$ cat src/rtl/alu_serial_ctrl_if.sv
// Request/response and slice-side signals of the bit-serial ALU sequencer.
// The slave modport is the sequencer. The master modport is its requester plus the external 1-bit slice.
interface alu_serial_ctrl_if #(
  parameter int WIDTH = 8
);
  logic             start;
  logic [1:0]       f;
  logic [WIDTH-1:0] a;
  logic [WIDTH-1:0] b;
  logic             cin;
  logic             busy;
  logic             done;
  logic [WIDTH-1:0] result;
  logic             cout;
  logic             slice_a;
  logic             slice_b;
  logic             slice_cin;
  logic [1:0]       slice_f;
  logic             slice_out;
  logic             slice_cout;

  modport master (
    output start, f, a, b, cin, slice_out, slice_cout,
    input  busy, done, result, cout, slice_a, slice_b, slice_cin, slice_f
  );

  modport slave (
    input  start, f, a, b, cin, slice_out, slice_cout,
    output busy, done, result, cout, slice_a, slice_b, slice_cin, slice_f
  );
endinterface

$ cat src/rtl/alu_serial_ctrl.sv
// Bit-serial sequencer for a 1-bit ALU slice (NOT/OR/AND/ADD).
// It walks the operands LSB-first and ripples the carry through a register.
//   state  | meaning
//   S_IDLE | waiting for start; slice inputs parked at 0
//   S_RUN  | presenting bit r_idx to the slice and capturing its result
//   S_DONE | one-cycle done pulse; carry moves into cout
module alu_serial_ctrl #(
  parameter int WIDTH = 8
) (
  input  logic               clk,
  input  logic               rst,
  alu_serial_ctrl_if.slave   bus
);
  localparam int IDX_W = (WIDTH > 2) ? $clog2(WIDTH) : 1;
  localparam logic [IDX_W-1:0] LAST_IDX = IDX_W'(WIDTH - 1);

  typedef enum logic [1:0] {S_IDLE, S_RUN, S_DONE} state_t;

  state_t           r_state;
  state_t           w_next;
  logic [WIDTH-1:0] r_a;
  logic [WIDTH-1:0] r_b;
  logic [1:0]       r_f;
  logic             r_carry;
  logic [IDX_W-1:0] r_idx;
  logic [WIDTH-1:0] r_result;
  logic             r_cout;
  logic             w_last;
  logic             w_is_add;

  assign w_last   = (r_idx == LAST_IDX);
  assign w_is_add = (r_f == 2'b11);

  always_ff @(posedge clk or posedge rst) begin
    if (rst) r_state <= S_IDLE;
    else     r_state <= w_next;
  end

  always_comb begin
    w_next        = r_state;
    bus.busy      = 1'b0;
    bus.done      = 1'b0;
    bus.slice_a   = 1'b0;
    bus.slice_b   = 1'b0;
    bus.slice_cin = 1'b0;
    bus.slice_f   = 2'b00;
    case (r_state)
      S_IDLE: begin
        if (bus.start) w_next = S_RUN;
      end
      S_RUN: begin
        bus.busy      = 1'b1;
        bus.slice_a   = r_a[r_idx];
        bus.slice_b   = r_b[r_idx];
        bus.slice_cin = r_carry;
        bus.slice_f   = r_f;
        if (w_last) w_next = S_DONE;
      end
      S_DONE: begin
        bus.busy = 1'b1;
        bus.done = 1'b1;
        w_next   = S_IDLE;
      end
      default: w_next = S_IDLE;
    endcase
  end

  // Carry is forced to 0 for logic ops, so cout needs no op check at DONE.
  always_ff @(posedge clk or posedge rst) begin
    if (rst) begin
      r_a      <= '0;
      r_b      <= '0;
      r_f      <= 2'b00;
      r_carry  <= 1'b0;
      r_idx    <= '0;
      r_result <= '0;
      r_cout   <= 1'b0;
    end else begin
      case (r_state)
        S_IDLE: begin
          if (bus.start) begin
            r_a      <= bus.a;
            r_b      <= bus.b;
            r_f      <= bus.f;
            r_carry  <= (bus.f == 2'b11) & bus.cin;
            r_idx    <= '0;
            r_result <= '0;
          end
        end
        S_RUN: begin
          r_result[r_idx] <= bus.slice_out;
          r_carry         <= w_is_add & bus.slice_cout;
          if (!w_last) r_idx <= r_idx + IDX_W'(1);
        end
        S_DONE: begin
          r_cout <= r_carry;
        end
        default: ;
      endcase
    end
  end

  assign bus.result = r_result;
  assign bus.cout   = r_cout;
endmodule

$ cat src/flat_wrapper.sv
// flat-port wrapper written by rule: the top's interface ports become plain ports
module alu_serial_ctrl_flat 
#(
  parameter int WIDTH = 8
)
  (clk, rst, bus_start, bus_f, bus_a, bus_b, bus_cin, bus_slice_out, bus_slice_cout, bus_busy, bus_done, bus_result, bus_cout, bus_slice_a, bus_slice_b, bus_slice_cin, bus_slice_f);
  alu_serial_ctrl_if #(.WIDTH(WIDTH)) bus_i ();
  input  logic clk;
  input  logic rst;
  input wire logic [$bits(bus_i.start)-1:0] bus_start;
  input wire logic [$bits(bus_i.f)-1:0] bus_f;
  input wire logic [$bits(bus_i.a)-1:0] bus_a;
  input wire logic [$bits(bus_i.b)-1:0] bus_b;
  input wire logic [$bits(bus_i.cin)-1:0] bus_cin;
  input wire logic [$bits(bus_i.slice_out)-1:0] bus_slice_out;
  input wire logic [$bits(bus_i.slice_cout)-1:0] bus_slice_cout;
  output wire logic [$bits(bus_i.busy)-1:0] bus_busy;
  output wire logic [$bits(bus_i.done)-1:0] bus_done;
  output wire logic [$bits(bus_i.result)-1:0] bus_result;
  output wire logic [$bits(bus_i.cout)-1:0] bus_cout;
  output wire logic [$bits(bus_i.slice_a)-1:0] bus_slice_a;
  output wire logic [$bits(bus_i.slice_b)-1:0] bus_slice_b;
  output wire logic [$bits(bus_i.slice_cin)-1:0] bus_slice_cin;
  output wire logic [$bits(bus_i.slice_f)-1:0] bus_slice_f;
  assign bus_i.start = bus_start;
  assign bus_i.f = bus_f;
  assign bus_i.a = bus_a;
  assign bus_i.b = bus_b;
  assign bus_i.cin = bus_cin;
  assign bus_i.slice_out = bus_slice_out;
  assign bus_i.slice_cout = bus_slice_cout;
  assign bus_busy = bus_i.busy;
  assign bus_done = bus_i.done;
  assign bus_result = bus_i.result;
  assign bus_cout = bus_i.cout;
  assign bus_slice_a = bus_i.slice_a;
  assign bus_slice_b = bus_i.slice_b;
  assign bus_slice_cin = bus_i.slice_cin;
  assign bus_slice_f = bus_i.slice_f;
  alu_serial_ctrl #(.WIDTH(WIDTH)) u_core (.clk(clk), .rst(rst), .bus(bus_i));
endmodule
$ cat config.mk
export PLATFORM = sky130hd
export DESIGN_NAME = alu_serial_ctrl_flat
export DESIGN_NICKNAME = d
export VERILOG_FILES = /design/src/rtl/alu_serial_ctrl_if.sv /design/src/rtl/alu_serial_ctrl.sv /design/src/flat_wrapper.sv
export SDC_FILE = /design/constraint.sdc
export NUM_CORES = 1
export LEC_CHECK = 0
export BUFFER_PORTS_ARGS = -buffer_cell sky130_fd_sc_hd__buf_2
export CORE_UTILIZATION = 35
export CTS_BUF_LIST = sky130_fd_sc_hd__clkbuf_4 sky130_fd_sc_hd__clkbuf_8 sky130_fd_sc_hd__clkbuf_16
export CTS_CLUSTER_SIZE = 16
export DETAILED_ROUTE_END_ITERATION = 10
export GPL_ROUTABILITY_DRIVEN = 0
export SKIP_LAST_GASP = 1
export SLEW_MARGIN = 20
export SYNTH_ARGS = -nofsm -noshare
export SYNTH_HDL_FRONTEND = slang
export SYNTH_SLANG_ARGS = --single-unit
$ cat constraint.sdc
create_clock -name clk -period 1.39 [get_ports clk]
set_input_delay 0.139 -clock clk [delete_from_list [all_inputs] [get_ports clk]]
set_output_delay 0.139 -clock clk [all_outputs]
set_load 0.02 [all_outputs]
==> impl_metrics.yaml, run 1 <==
worst_setup_path:
  path_class: "register to output pin"
  r2r_cells: 8
  cp_max_fo: 7
  arrival_ns: 1.51
  start_kind: "register"
  end_kind: "output pin"
  r2r_slack_ns: -0.12
  worstPathRequired_ns: 1.25
logic_synthesis:
  synth_nets: 182
  ys_seq_elements: 33
  syn_avg_cell_area_um2: 11.5
  ys_seq_area_frac: 0.475
  netlist_area_um2: 1740
  synthArstFlopShare: 1.00
  post-synth-top-area-cell: "dfrtp_1"
  synth_edf_count: 0
  yosysWarnings: 0
  synth_cells: 151
  synth_area_leaders: "dfrtp_1, mux2_4, mux2_2"
  synth_flop_cell: "dfrtp_1"
  synth_top_area_share: 0.475
  synth.distinct_cells: 33
drt:
  wl_um: 3940
  ant_nets: 0
  firstDrtPassIters: 4
  vias: 1389
  drt-vias-per-instance: 4.76
  wl_per_cell_um: 13.5
  post-route-drc-count: 0
  drt_iter0_markers: 129
floorplan:
  dieArea_um2: 5250
  start_util: 0.366
  core_area_um2: 4750
  die-height_um: 72.5
  die_w_um: 72.5
  rows: 25
  ios: 40
timing:
  fin_skew_ns: 0.0141
  max_slew_margin: 0.721
  fin_crit_sh: 1.19
  setup_ws_ns: -0.260
  slew_violations: 0
  fin_crit_ns: 1.65
  worst_pin_slew_ns: 0.418
  whs_ns: 0.0904
  hold_viol: 0
  finalSetupViolations: 29
  rsz0062_at_grt: "yes"
  timing.fmax_ghz: 0.606
grt:
  grt_pass1_vias: 1310
  use_met3: 0.0417
  use_met1: 0.208
  grt_max_degree: 34
  antenna_found_initial: 0
  grt_util_all_layers: 0.156
  grt_pass1_wl_um: 6230
  grtUsageMet2: 0.242
  grt_busiest_layer: "met2"
  overflow: 0
cts:
  clock-sinks: 33
  clk_pin_slew_ns: 0.06
  cts_tree: "done"
  insertion_delay_ns: 0.29
  cts_max_level: 2
  clk_path_buf_depth: 2
  cts_root_buffer: "clkbuf_8"
  cts_buffers: 5
power_and_ir_drop:
  sw_frac_of_total: 0.371
  intPower_mw: 3.61
  seqPwrFrac: 0.292
  power.share.clock: 0.128
  p_leak_nw: 1.23
  total_power_mw: 5.75
  power.switching_mw: 2.13
  peakVddDrop_v: 0.000802
  p_per_area_nw_per_um2: 2240
  comb_power_share: 0.580
finish:
  fillers: 430
  layout.nets: 255
  syn_to_final_growth_pct: 47.6
  final_common_cell: "buf_2"
  final_cell_mix: "buf_2, dfrtp_1, buf_4, buf_6, mux2_4"
  multi_input_area_um2: 990
  diodes: 0
  layout-drive-gt1-share: 0.582
  register_area_um2: 828
  design_area_um2: 2560
min_path:
  hold_class: "input port to register"
  hold_depth: 2
place:
  dpl_cell_area_um2: 2200
  hpwlAfterDp_um: 2740
  numPortBuffers: 39
run_status:
  violations: "setup timing"
  outcome: "finished with violations"
run:
  drv_cap: 0
## sequential cells by signal (all words and copies together) (netlist names)
register	count
u_core.r_state	2
u_core.r_f	2
u_core.r_idx	3
u_core.r_carry	1
u_core.bus.result	8
u_core.r_a	8
u_core.bus.cout	1
u_core.r_b	8
## worst paths after layout
kind	to	from
max	bus_slice_b	u_core.r_idx[1]
min	u_core.r_b[7]	bus_b[7]
max reg2reg	u_core.r_idx[0]	u_core.r_idx[0]
min reg2reg	u_core.bus.result[2]	u_core.bus.result[2]
max in group asynchronous	u_core.r_idx[1]	rst
min in group asynchronous	u_core.r_idx[0]	rst
## power by group through the flow
stage               Clock, mW  Combinational [mW]  Sequential, mW
floorplan                   0                1.78            1.67
finish                  0.738                3.33            1.68
CTS                     0.769                2.90            1.66
global placement            0                2.65            1.67
global route            0.815                3.60            1.73
detailed placement          0                2.66            1.67
## per-stage QoR
stage | setup WS [ns] | TNS (ns) | util | std cells
floorplan | -0.0177 | -0.0284 | - | 151
global placement | -0.0533 | -0.127 | 0.463 | 278
detailed placement | -0.0561 | -0.329 | 0.463 | 278
CTS | -0.284 | -1.24 | 0.504 | 290
global route | -0.392 | -4.06 | 0.539 | 292
finish | -0.260 | -2.55 | 0.539 | 292
## layer usage
metal  routed length, um  share of wire
met5                   0              0
met4                  49          0.012
met3                 138          0.035
met2                1950           0.49
met1                1810           0.46
## timing repair
action                                  CTS  global route
hold endpoints to repair                 33             0
gates cloned                              0             1
buffers inserted                          3             1
hold buffers                              1             0
pin swaps                                10             3
gates resized for setup                  21            36
endpoints found under the setup margin   23            37
## Yosys cell counts (all sizes together) (2+ instances only)
cell     n
a21o     2
and2     5
buf      6
mux2    20
nand2b   3
dfrtp   33
a21oi    9
nor2     7
a221oi   2
a22o     4
nand4    3
nand2    9
mux2i    7
o21ai   16
ha       7
inv      7
o21a     2
nor2b    2
## final cells by class
| class | count | share of cell area |
|---|---|---|
| Sequential cell | 33 | 0.323 |
| Tap cell | 67 | 0.0327 |
| Timing Repair Buffer | 73 | 0.212 |
| Multi-Input combinational cell | 104 | 0.386 |
| Inverter | 7 | 0.0112 |
| Clock buffer | 8 | 0.0356 |
## kinds of logic (layout without fill, tap and decap cells)
| kind of cell | count (synthesis) | in the layout | share of synthesized area |
|---|---|---|---|
| mux | 27 | 27 | 0.192 |
| flops | 33 | 33 | 0.475 |
| compound gates | 38 | 38 | 0.140 |
| simple gates | 32 | 32 | 0.0943 |
| fa+ha+maj | 7 | 7 | 0.0504 |
| buf+inv | 14 | 88 | 0.0482 |
## critical path, stage by stage (launching register included)
cell and delay [ns]:
dfrtp_2 0.47, buf_6 0.15, mux2i_1 0.11, o21ai_1 0.15
a21oi_2 0.07, a21oi_2 0.13, buf_4 0.16
Note: power is estimated with default switching activity, not from simulation.
==> inputs of run 2 (changes only) <==
Settings changed: CORE_MARGIN set to 3, SETUP_SLACK_MARGIN set to 0.5.
==> run 2 against run 1 <==
- the flow still finishes with violations (setup timing)
- critical path type unchanged
- clock skew down 0.0099 ns
- power rose by 13%
- hold slack got worse by 0.016 ns
- non-clock buffer count rose by 17
- via count up 3.7%
- maximum frequency is 4.2% lower
- setup slack got worse by 0.072 ns
- combinational power is 14% higher
- critical path depth is the same
- largest cell class unchanged
==> impl_metrics.yaml, run 2 (synthesis results as in run 1) <==
place:
  numPortBuffers: 39
  dp_cells: 275
  hpwlAfterDp_um: 2850
grt:
  grt_max_degree: 34
  grt_util_all_layers: 0.155
  grt_pass1_vias: 1520
  antenna_found_initial: 0
  grt_pass1_wl_um: 7120
  overflow: 0
timing:
  slew_violations: 0
  fin_crit_ns: 1.72
  rsz0062_at_grt: "yes"
  max_slew_margin: 0.792
  fin_skew_ns: 0.00428
  worst_pin_slew_ns: 0.312
  finalSetupViolations: 31
  timing.fmax_ghz: 0.581
  hold_viol: 0
  setup_ws_ns: -0.332
  whs_ns: 0.0748
  fin_crit_sh: 1.24
cts:
  insertion_delay_ns: 0.29
  clk_pin_slew_ns: 0.07
  clk_path_buf_depth: 2
  clock-sinks: 33
  cts_tree: "done"
  cts_max_level: 2
  cts_root_buffer: "clkbuf_8"
  cts_buffers: 5
worst_setup_path:
  r2r_slack_ns: -0.22
  arrival_ns: 1.58
  worstPathRequired_ns: 1.25
  cp_max_fo: 6
  end_kind: "output pin"
  path_class: "register to output pin"
  start_kind: "register"
floorplan:
  dieArea_um2: 5850
  rows: 25
  die_w_um: 76.5
  core_area_um2: 4750
  start_util: 0.366
  ios: 40
  die-height_um: 76.5
drt:
  post-route-drc-count: 0
  drt-vias-per-instance: 4.66
  ant_nets: 0
  drt_iter0_markers: 76
  vias: 1440
  firstDrtPassIters: 4
  wl_per_cell_um: 14.0
  wl_um: 4340
finish:
  fillers: 389
  final_common_cell: "buf_4"
  final_cell_mix: "buf_4, dfrtp_1, buf_6, buf_2, mux2_4"
  multi_input_area_um2: 1000
  instances_no_fill: 309
  register_area_um2: 831
  diodes: 0
  syn_to_final_growth_pct: 63.7
  layout.nets: 272
  layout-drive-gt1-share: 0.649
power_and_ir_drop:
  p_per_area_nw_per_um2: 2280
  peakVddDrop_v: 0.000993
  p_leak_nw: 1.35
run_status:
  outcome: "finished with violations"
  violations: "setup timing"
run:
  drv_cap: 0
min_path:
  hold_class: "input port to register"
run 2: layout make-up:
cell class	count	share of cell area
multi-input combinational	104	0.352
sequential	33	0.292
timing repair buffer	90	0.274
clock buffer	7	0.0317
tap	67	0.0295
clock inverter	1	0.0106
inverter	7	0.0101
run 2: report_power, final:
part           internal [mW]  switching, mW
sequential              1.38          0.336
combinational           2.21           1.60
clock                  0.604          0.358
run 2: per-layer routing:
layer,track usage,up-vias,wire length [um]
met4,0.0489,0,72
met1,0.191,688,1950
li1,-,718,-
met2,0.256,27,2160
met3,0.0520,7,153
met5,0,-,0
run 2: timing repair:
item                       in CTS  in global routing
hold buffers                    1                  0
gates cloned                    1                  0
pin swaps                      14                 14
setup endpoints to repair      49                 82
resized for setup              68                 10
hold endpoints to repair       33                  0
buffers inserted               17                  7
run 2: worst paths after layout:
check	startpoint	cells past startpoint	end
setup / recovery	u_core.r_idx[1]	6	bus_slice_b
hold / removal	bus_a[5]	2	u_core.r_a[5]
setup reg to reg	u_core.r_idx[0]	6	u_core.r_state[0]
hold reg to reg	u_core.r_b[5]	1	u_core.r_b[5]
max in group asynchronous	rst	4	u_core.r_idx[1]
min in group asynchronous	rst	4	u_core.r_a[6]
run 2: critical path, stage by stage, from the launching register on:
cell and delay [ns]:
dfrtp_2 0.45, buf_4 0.15, nor2b_2 0.16, and2_0 0.17
o21ai_2 0.08, a21oi_4 0.16, buf_6 0.13
run 2: stage by stage:
step | util | setup slack, ns | instance area, um2 | setup TNS, ns | power, mW
after floorplan | - | -0.0119 | 1800 | -0.130 | 3.58
after global placement | 0.466 | -0.0510 | 2220 | -0.158 | 4.41
after detailed placement | 0.466 | -0.0771 | 2220 | -0.336 | 4.46
after CTS | 0.577 | -0.300 | 2740 | -1.37 | 6.30
after global routing | 0.598 | -0.397 | 2850 | -4.31 | 6.91
final | 0.598 | -0.332 | 2850 | -2.73 | 6.49
==> inputs of run 3 (changes only) <==
Settings changed: BUFFER_PORTS_ARGS -buffer_cell sky130_fd_sc_hd__buf_2 to unset, DONT_BUFFER_PORTS set to 1.
==> run 3 against run 2 <==
- the flow still finishes with violations (setup timing)
- power down 5.7%
- flip-flop and latch count stayed put
- non-clock buffer count is 35 lower
- setup slack improved by 0.16 ns
- register-to-register slack better by 0.06 ns
- clock power is 1% lower
- first-iteration DRC count fell by 9.2%
- count of clock-buffer cells in the layout stayed put
- sequential power grew 7%
- critical path type unchanged
- critical endpoint is now bus_slice_a
- largest power group unchanged
==> impl_metrics.yaml, run 3 (synthesis results as in run 1) <==
cts:
  insertion_delay_ns: 0.29
  cts_max_level: 2
  clock-sinks: 33
  clk_pin_slew_ns: 0.07
  cts_root_buffer: "clkbuf_8"
  clk_path_buf_depth: 2
  cts_buffers: 5
  cts_tree: "done"
timing:
  fin_skew_ns: 0.00847
  timing.fmax_ghz: 0.639
  max_slew_margin: 0.727
  finalSetupViolations: 33
  slew_violations: 0
  whs_ns: 0.00764
  fin_crit_sh: 1.13
  setup_ws_ns: -0.175
  fin_crit_ns: 1.56
  rsz0062_at_grt: "yes"
  hold_viol: 0
  worst_pin_slew_ns: 0.410
power_and_ir_drop:
  power.share.clock: 0.155
  comb_power_share: 0.546
  intPower_mw: 3.83
  seqPwrFrac: 0.299
  sw_frac_of_total: 0.374
  peakVddDrop_v: 0.000903
  power.switching_mw: 2.29
  p_leak_nw: 1.16
  p_per_area_nw_per_um2: 2290
drt:
  vias: 1374
  firstDrtPassIters: 4
  wl_per_cell_um: 16.0
  drt-vias-per-instance: 5.01
  post-route-drc-count: 0
  ant_nets: 0
  wl_um: 4390
  drt_iter0_markers: 69
floorplan:
  core_area_um2: 4750
  die_w_um: 76.5
  ios: 40
  rows: 25
  dieArea_um2: 5850
  die-height_um: 76.5
  start_util: 0.366
worst_setup_path:
  path_class: "register to output pin"
  start_kind: "register"
  arrival_ns: 1.43
  worstPathRequired_ns: 1.25
  end_kind: "output pin"
  cp_max_fo: 4
run_status:
  violations: "setup timing"
  outcome: "finished with violations"
grt:
  grt_pass1_vias: 1438
  antenna_found_initial: 0
  overflow: 0
  grt_max_degree: 34
  grt_pass1_wl_um: 7220
  grt_util_all_layers: 0.155
finish:
  syn_to_final_growth_pct: 53.9
  layout-drive-gt1-share: 0.580
  design_area_um2: 2670
  layout.nets: 237
  diodes: 0
  instances_no_fill: 274
  final_cell_mix: "buf_4, dfrtp_1, dlygate4sd3_1, buf_6, dfrtp_2"
  fillers: 403
  final_common_cell: "buf_4"
place:
  numPortBuffers: 0
  dpl_cell_area_um2: 2010
  dp_cells: 235
  hpwlAfterDp_um: 2910
min_path:
  hold_class: "input port to register"
run:
  drv_cap: 0
run 3: cell types whose count changed in the layout (fill, tap and decap cells not counted), moves of 2 or more:
cell / before / now
buf_6: 24 / 13
dfrtp_2: 4 / 13
o21ai_4: 1 / 3
buf_12: 4 / 2
buf_4: 37 / 23
dfrtp_1: 29 / 20
nor2_4: 0 / 2
o21ai_2: 6 / 4
inv_2: 3 / 1
buf_2: 23 / 0
dlygate4sd3_1: 1 / 17
run 3: area by class of cell:
class                   count  area, um2  area share
clock buffers               7       90.1      0.0337
clock inverters             1       30.0      0.0112
inverters                   7       36.3      0.0136
multi-input cells         104       1060       0.397
flip-flops and latches     33        842       0.315
well taps                  67       83.8      0.0314
repair buffers             55        529       0.198
run 3: per-layer routing:
metal / vias up / global-route usage / routed length [um]
met5: - / 0 / 0
met3: 10 / 0.0331 / 209
li1: 647 / - / -
met2: 44 / 0.263 / 2240
met4: 0 / 0.0707 / 107
met1: 673 / 0.189 / 1840
run 3: path summary, 6_finish.rpt:
check                                 from           endpoint  slack (ns)  cells past startpoint
min                               bus_b[2]      u_core.r_b[2]       0.008                      1
max reg2reg                u_core.r_idx[0]  u_core.r_state[0]       -0.16                      5
max                        u_core.r_idx[1]        bus_slice_a       -0.17                      4
max in group asynchronous              rst    u_core.r_idx[2]        0.69                      3
min in group asynchronous              rst      u_core.r_b[7]        0.38                      3
min reg2reg                  u_core.r_b[3]      u_core.r_b[3]        0.51                      1
run 3: power by group through the flow:
stage	Sequential [mW]	Clock [mW]	Combinational (mW)
2_1_floorplan	1.68	0	1.90
3_3_place_gp	1.77	0	2.43
3_5_place_dp	1.80	0	2.47
4_1_cts	1.82	0.969	2.97
5_1_grt	1.89	1.02	3.60
6_report	1.83	0.950	3.34
run 3: repair_timing:
action                     CTS  global route
hold buffers                15             2
hold endpoints to repair    47             2
buffers inserted             5             9
setup endpoints to repair   49            49
resized for setup           54            22
pin swaps                   14            13
run 3: stage by stage:
stage | power, mW | TNS (ns) | setup slack, ns | utilization
CTS | 5.76 | -0.907 | -0.224 | 0.526
floorplan | 3.58 | -0.130 | -0.0119 | -
global route | 6.51 | -2.79 | -0.244 | 0.562
global placement | 4.19 | -0.0951 | -0.0394 | 0.423
finish | 6.12 | -1.19 | -0.175 | 0.562
detailed placement | 4.27 | -1.44 | -0.0841 | 0.423
run 3: critical path, cell delays in order (launching register included):
cell and delay, ns:
dfrtp_2 0.44, and2_4 0.19, a221oi_2 0.21, nor2_1 0.07
o21a_2 0.24
